==> src/rtl/alu_pkg.sv <==
// Shared opcode, flag-index and sequencer-state definitions for the 8-bit ALU and its controller.
package alu_pkg;

    localparam logic [3:0] OP_ADD = 4'd0;
    localparam logic [3:0] OP_SUB = 4'd1;
    localparam logic [3:0] OP_AND = 4'd2;
    localparam logic [3:0] OP_OR  = 4'd3;
    localparam logic [3:0] OP_MOV = 4'd4;
    localparam logic [3:0] OP_SHL = 4'd5;
    localparam logic [3:0] OP_SHR = 4'd6;
    localparam logic [3:0] OP_INC = 4'd7;
    localparam logic [3:0] OP_DEC = 4'd8;
    localparam logic [3:0] OP_LDI = 4'd15;

    localparam int FLAG_C  = 3;
    localparam int FLAG_Z  = 2;
    localparam int FLAG_N  = 1;
    localparam int FLAG_OV = 0;

    typedef enum logic [1:0] {
        ST_IDLE = 2'd0,
        ST_EXEC = 2'd1,
        ST_RESP = 2'd2
    } seq_state_e;

    function automatic logic is_alu_op(input logic [3:0] op);
        return (op <= OP_DEC);
    endfunction

endpackage

==> src/rtl/alu_regfile.sv <==
// Small register file: two asynchronous read ports, one synchronous write port, async clear.
module alu_regfile #(
    parameter int DATA_W = 8,
    parameter int NREGS  = 4,
    parameter int REG_AW = 2
) (
    input  logic              clk,
    input  logic              rst_n,
    input  logic [REG_AW-1:0] ra_addr,
    input  logic [REG_AW-1:0] rb_addr,
    output logic [DATA_W-1:0] ra_data,
    output logic [DATA_W-1:0] rb_data,
    input  logic              we,
    input  logic [REG_AW-1:0] wa,
    input  logic [DATA_W-1:0] wd
);

    logic [DATA_W-1:0] mem_q [NREGS];
    logic [DATA_W-1:0] mem_d [NREGS];

    assign ra_data = mem_q[ra_addr];
    assign rb_data = mem_q[rb_addr];

    always_comb begin
        mem_d = mem_q;
        if (we) begin
            mem_d[wa] = wd;
        end
    end

    always_ff @(posedge clk or negedge rst_n) begin
        if (!rst_n) begin
            for (int i = 0; i < NREGS; i++) begin
                mem_q[i] <= '0;
            end
        end else begin
            mem_q <= mem_d;
        end
    end

endmodule

==> src/rtl/alu_op_sequencer.sv <==
// Requester-side controller for the gate-level ALU: fetches operands, holds them while the ALU
// settles, captures result and flags, writes back and returns the response over valid/ready.
module alu_op_sequencer
    import alu_pkg::*;
#(
    parameter int DATA_W   = 8,
    parameter int NREGS    = 4,
    parameter int REG_AW   = 2,
    parameter int ALU_WAIT = 1
) (
    input  logic              clk,
    input  logic              rst_n,
    input  logic              in_valid,
    output logic              in_ready,
    input  logic [3:0]        in_op,
    input  logic [REG_AW-1:0] in_rd,
    input  logic [REG_AW-1:0] in_ra,
    input  logic [REG_AW-1:0] in_rb,
    input  logic [DATA_W-1:0] in_imm,
    output logic [DATA_W-1:0] alu_a,
    output logic [DATA_W-1:0] alu_b,
    output logic [3:0]        alu_op_sel,
    input  logic [DATA_W-1:0] alu_result,
    input  logic              alu_c,
    input  logic              alu_z,
    input  logic              alu_n,
    input  logic              alu_ov,
    output logic              out_valid,
    input  logic              out_ready,
    output logic [DATA_W-1:0] out_data,
    output logic [3:0]        out_flags,
    output logic              out_err
);

    localparam int CNT_W = (ALU_WAIT > 1) ? $clog2(ALU_WAIT) : 1;

    seq_state_e        state_q, state_d;
    logic [REG_AW-1:0] rd_q, rd_d;
    logic [CNT_W-1:0]  cnt_q, cnt_d;
    logic [DATA_W-1:0] alu_a_q, alu_a_d, alu_b_q, alu_b_d;
    logic [3:0]        op_sel_q, op_sel_d;
    logic [3:0]        flags_q, flags_d;
    logic [DATA_W-1:0] out_data_q, out_data_d;
    logic [3:0]        out_flags_q, out_flags_d;
    logic              out_err_q, out_err_d;
    logic              out_valid_q, out_valid_d;

    logic [DATA_W-1:0] ra_data, rb_data, wr_data;
    logic [REG_AW-1:0] wr_addr;
    logic              wr_en;
    logic [3:0]        alu_flags;

    alu_regfile #(
        .DATA_W (DATA_W),
        .NREGS  (NREGS),
        .REG_AW (REG_AW)
    ) u_regfile (
        .clk     (clk),
        .rst_n   (rst_n),
        .ra_addr (in_ra),
        .rb_addr (in_rb),
        .ra_data (ra_data),
        .rb_data (rb_data),
        .we      (wr_en),
        .wa      (wr_addr),
        .wd      (wr_data)
    );

    always_comb begin
        alu_flags          = '0;
        alu_flags[FLAG_C]  = alu_c;
        alu_flags[FLAG_Z]  = alu_z;
        alu_flags[FLAG_N]  = alu_n;
        alu_flags[FLAG_OV] = alu_ov;
    end

    always_comb begin
        state_d     = state_q;
        rd_d        = rd_q;
        cnt_d       = cnt_q;
        alu_a_d     = alu_a_q;
        alu_b_d     = alu_b_q;
        op_sel_d    = op_sel_q;
        flags_d     = flags_q;
        out_data_d  = out_data_q;
        out_flags_d = out_flags_q;
        out_err_d   = out_err_q;
        out_valid_d = out_valid_q;
        wr_en       = 1'b0;
        wr_addr     = in_rd;
        wr_data     = in_imm;

        unique case (state_q)
            ST_IDLE: begin
                if (in_valid) begin
                    if (is_alu_op(in_op)) begin
                        // Operands come from the pre-write register values; write-back lands at capture.
                        alu_a_d  = ra_data;
                        alu_b_d  = rb_data;
                        op_sel_d = in_op;
                        rd_d     = in_rd;
                        cnt_d    = CNT_W'(ALU_WAIT - 1);
                        state_d  = ST_EXEC;
                    end else if (in_op == OP_LDI) begin
                        wr_en       = 1'b1;
                        out_data_d  = in_imm;
                        out_flags_d = flags_q;
                        out_err_d   = 1'b0;
                        out_valid_d = 1'b1;
                        state_d     = ST_RESP;
                    end else begin
                        out_data_d  = '0;
                        out_flags_d = flags_q;
                        out_err_d   = 1'b1;
                        out_valid_d = 1'b1;
                        state_d     = ST_RESP;
                    end
                end
            end
            ST_EXEC: begin
                if (cnt_q == '0) begin
                    wr_en       = 1'b1;
                    wr_addr     = rd_q;
                    wr_data     = alu_result;
                    flags_d     = alu_flags;
                    out_data_d  = alu_result;
                    out_flags_d = alu_flags;
                    out_err_d   = 1'b0;
                    out_valid_d = 1'b1;
                    state_d     = ST_RESP;
                end else begin
                    cnt_d = cnt_q - CNT_W'(1);
                end
            end
            ST_RESP: begin
                if (out_ready) begin
                    out_valid_d = 1'b0;
                    out_err_d   = 1'b0;
                    state_d     = ST_IDLE;
                end
            end
            default: state_d = ST_IDLE;
        endcase
    end

    always_ff @(posedge clk or negedge rst_n) begin
        if (!rst_n) begin
            state_q     <= ST_IDLE;
            rd_q        <= '0;
            cnt_q       <= '0;
            alu_a_q     <= '0;
            alu_b_q     <= '0;
            op_sel_q    <= '0;
            flags_q     <= '0;
            out_data_q  <= '0;
            out_flags_q <= '0;
            out_err_q   <= 1'b0;
            out_valid_q <= 1'b0;
        end else begin
            state_q     <= state_d;
            rd_q        <= rd_d;
            cnt_q       <= cnt_d;
            alu_a_q     <= alu_a_d;
            alu_b_q     <= alu_b_d;
            op_sel_q    <= op_sel_d;
            flags_q     <= flags_d;
            out_data_q  <= out_data_d;
            out_flags_q <= out_flags_d;
            out_err_q   <= out_err_d;
            out_valid_q <= out_valid_d;
        end
    end

    assign in_ready   = (state_q == ST_IDLE);
    assign alu_a      = alu_a_q;
    assign alu_b      = alu_b_q;
    assign alu_op_sel = op_sel_q;
    assign out_data   = out_data_q;
    assign out_flags  = out_flags_q;
    assign out_err    = out_err_q;
    assign out_valid  = out_valid_q;

endmodule
==> config.mk <==
export PLATFORM = sky130hd
export DESIGN_NAME = alu_op_sequencer
export DESIGN_NICKNAME = d
export VERILOG_FILES = /design/src/rtl/alu_pkg.sv /design/src/rtl/alu_regfile.sv /design/src/rtl/alu_op_sequencer.sv
export SDC_FILE = /design/constraint.sdc
export NUM_CORES = 1
export LEC_CHECK = 0
export ABC_AREA = 0
export BUFFER_PORTS_ARGS = -buffer_cell sky130_fd_sc_hd__buf_2
export CAP_MARGIN = 10
export CORE_UTILIZATION = 50
export DETAILED_ROUTE_END_ITERATION = 10
export GPL_TIMING_DRIVEN = 0
export PLACE_DENSITY = 0.83
export SKIP_CTS_REPAIR_TIMING = 1
export SLEW_MARGIN = 20
export SYNTH_ARGS = -nofsm -noshare
export SYNTH_HDL_FRONTEND = slang
export SYNTH_HIERARCHICAL = 1
export SYNTH_SLANG_ARGS = --single-unit
==> constraint.sdc <==
create_clock -name clk -period 3.1 [get_ports clk]
set_input_delay 0.31 -clock clk [delete_from_list [all_inputs] [get_ports clk]]
set_output_delay 0.31 -clock clk [all_outputs]
set_load 0.01 [all_outputs]
==> out/qor.txt <==
outcome: completed
Post-synth EDFFs: 0
dpl ws: 157 ps
Peak supply drop: 322 uV
largest family of logic cells by synthesized area: multiplexers
design area: 0.00424 mm^2
die height: 86.5 um
chip width: 86.5 um
final hold vios: 0
Gate power share: 41.3%
I/O Pins: 69
die area: 0.00748 mm^2
Reg clk slew, reported paths: 70 ps
min Tclk post-route: 2820 ps
CP arrival: 3050 ps
Initial Util: 52.2%
Detail Placement HPWL: 5330 um
Max FO, Critical Path: 10
Synth Flop Type: dfrtp_1
XOR/XNOR Fraction of Synth Area: 0%
P&R area growth vs syn: 18.8%
port bufs: 64
Adder-Cell Fraction of Synth Area: 1.40%
# Max-Cap Violations: 0
design internal power: 2.72 mW
Tcrit/Tclk final: 90.9%
Clock Power Share: 17.1%
pwr dens: 959 mW/mm^2
number of nets in the layout: 351
f_max: 355 MHz
Worst setup EP type: flip-flop
Final ANT Viol Nets: 0
slew at the pin with the worst max-slew slack: 645 ps
Slew headroom: 56.5%
setup ws final: 282 ps
DR iter-0 viols: 128
Synth Area in Compound Gates: 5.61%
setup TNS: 0 ps
clock skew: 9.68 ps
sw frac: 33.1%
share of cells above drive strength 1: 57.9%
largest net degree at the start of global routing: 45
total power: 4.07 mW
Simple-Gate Fraction of Synth Area: 3.75%
FP Rows: 30
CP required: 3330 ps
Finish-stage setup viols: 0
antenna violations before repair: 0
H-Tree Depth: 3
# clock sinks: 74
via/cell ratio: 5.48
Synth Area per Inst: 15.2 um^2
drt pass-1 iters: 4
Final Slew Violations: 0
NetSw: 1.35 mW
yosys synthesis warning count: 6
clock latency on the worst-skew pair: 350 ps
Startpoint Class: flip-flop
Antenna Cells: 0
mux contribution to synthesized area: 34.4%
critical path type: reg2reg
CTS Buffer Depth: 2
post-synth cell types: 33
Synth Net Count: 272
sequential area share after synthesis: 51.9%
Cell Area, Synth: 0.00357 mm^2
Placer Congestion: 0.760
number of global-route vias before repair: 2,495
Reg power frac: 41.5%
Hold Worst Slack: 197 ps
FFs w/ async S/R, synth: 100%
Mapped Cells: 234
core footprint: 0.00683 mm^2
min-delay worst type: in2reg
WL final: 7530 um
wire length of the first global-routing pass: 12,300 um
leakage power: 1.98 nW
Remaining DRCs: 0
commonest non-fill, non-tap cell in the layout: dfrtp_1
Total GRT Usage: 22.5%
Routed wire per std cell: 18.2 um
gr ovfl total: 0
placed inst area: 0.00403 mm^2
synthesized flop and latch total: 74
most frequent cells in the layout: dfrtp_1, buf_2, mux2_2
via count: 2,270
RSZ-0062 raised after global routing: no
CTS root buffer: clkbuf_8
cts bufs inserted: 9
TritonCTS clock tree: done
[power by group through the flow]
stage	combinational, mW	clock, mW	sequential, mW
after global routing	1.80	0.755	1.75
final	1.68	0.696	1.69
after detailed placement	1.67	0	1.71
after CTS	1.68	0.715	1.69
after global placement	1.61	0	1.66
after floorplan	1.10	0	1.74
[path summary, 6_finish.rpt]
path	start	end	slack (ps)	cells past startpoint
max	state_q[1]$_DFFE_PN0P_	u_regfile/mem_q[19]$_DFFE_PN0P_	280	8
min	in_rd[0]	rd_q[0]$_DFFE_PN0P_	200	2
max reg2reg	state_q[1]$_DFFE_PN0P_	u_regfile/mem_q[19]$_DFFE_PN0P_	280	8
min reg2reg	rd_q[0]$_DFFE_PN0P_	rd_q[0]$_DFFE_PN0P_	500	1
max in group asynchronous	rst_n	u_regfile/mem_q[21]$_DFFE_PN0P_	2100	3
min in group asynchronous	rst_n	out_flags[3]$_DFFE_PN0P_	430	2
[worst max-delay path, stage by stage (launching register included)]
cell	delay, ps
dfrtp_1	410
inv_1	110
ha_1	150
clkbuf_1	280
buf_2	290
buf_2	270
mux2_2	420
nand3b_2	400
mux2_2	380
[cells in the mapped netlist (2+ instances only)]
library cell / number / area, um^2
nor2b_1: 3 / 18.8
buf_4: 2 / 15.0
buf_1: 2 / 7.51
buf_2: 4 / 20.0
mux2_2: 61 / 687
mux2i_1: 2 / 20.0
clkbuf_1: 2 / 7.51
inv_1: 11 / 41.3
ha_1: 4 / 50.1
o21ai_0: 8 / 40.0
nand3b_2: 2 / 22.5
mux4_2: 16 / 360
o31ai_1: 8 / 60.1
nand2_1: 8 / 30.0
mux2_4: 10 / 150
dfrtp_1: 74 / 1850
[registers in the layout (all words and copies together), names as in the netlist]
signal           count
u_regfile/mem_q     32
out_valid            1
out_err              1
out_data             8
alu_a                8
out_flags            4
alu_b                8
alu_op_sel           4
state_q              2
flags_q              4
rd_q                 2
[final cells by class]
type                            count  area, um^2
Buffer                             11        61.3
Fill cell                         537        2590
Clock inverter                      2        10.0
Sequential cell                    74        1850
Multi-Input combinational cell    138        1610
Tap cell                           96         120
Inverter                           11        41.3
Clock buffer                       14         173
Timing Repair Buffer               68         368
[logic make-up after synthesis]
logic type               count (synthesis)
AO/OA/AOI/OAI                           24
flip-flops                              74
multiplexers                            90
buffers and inverters                   22
AND/OR/NAND/NOR                         20
adder cells (fa/ha/maj)                  4
[metal layers]
metal	share of wire [%]	routed length [um]	vias up	global-route usage (%)
met2	53	3980	51	39.0
met4	3.3	250	0	12.4
met1	41	3100	1172	25.9
met5	0	0	-	0
met3	2.6	197	20	5.05
li1	-	-	1027	-
[stage by stage]
stage | instances | utilization, %
after floorplan | 234 | -
after global placement | 394 | 58.7
after detailed placement | 395 | 59.0
after CTS | 411 | 61.7
after global routing | 414 | 62.0
final | 414 | 62.0
No activity file was read; power rests on OpenSTA's default activity.
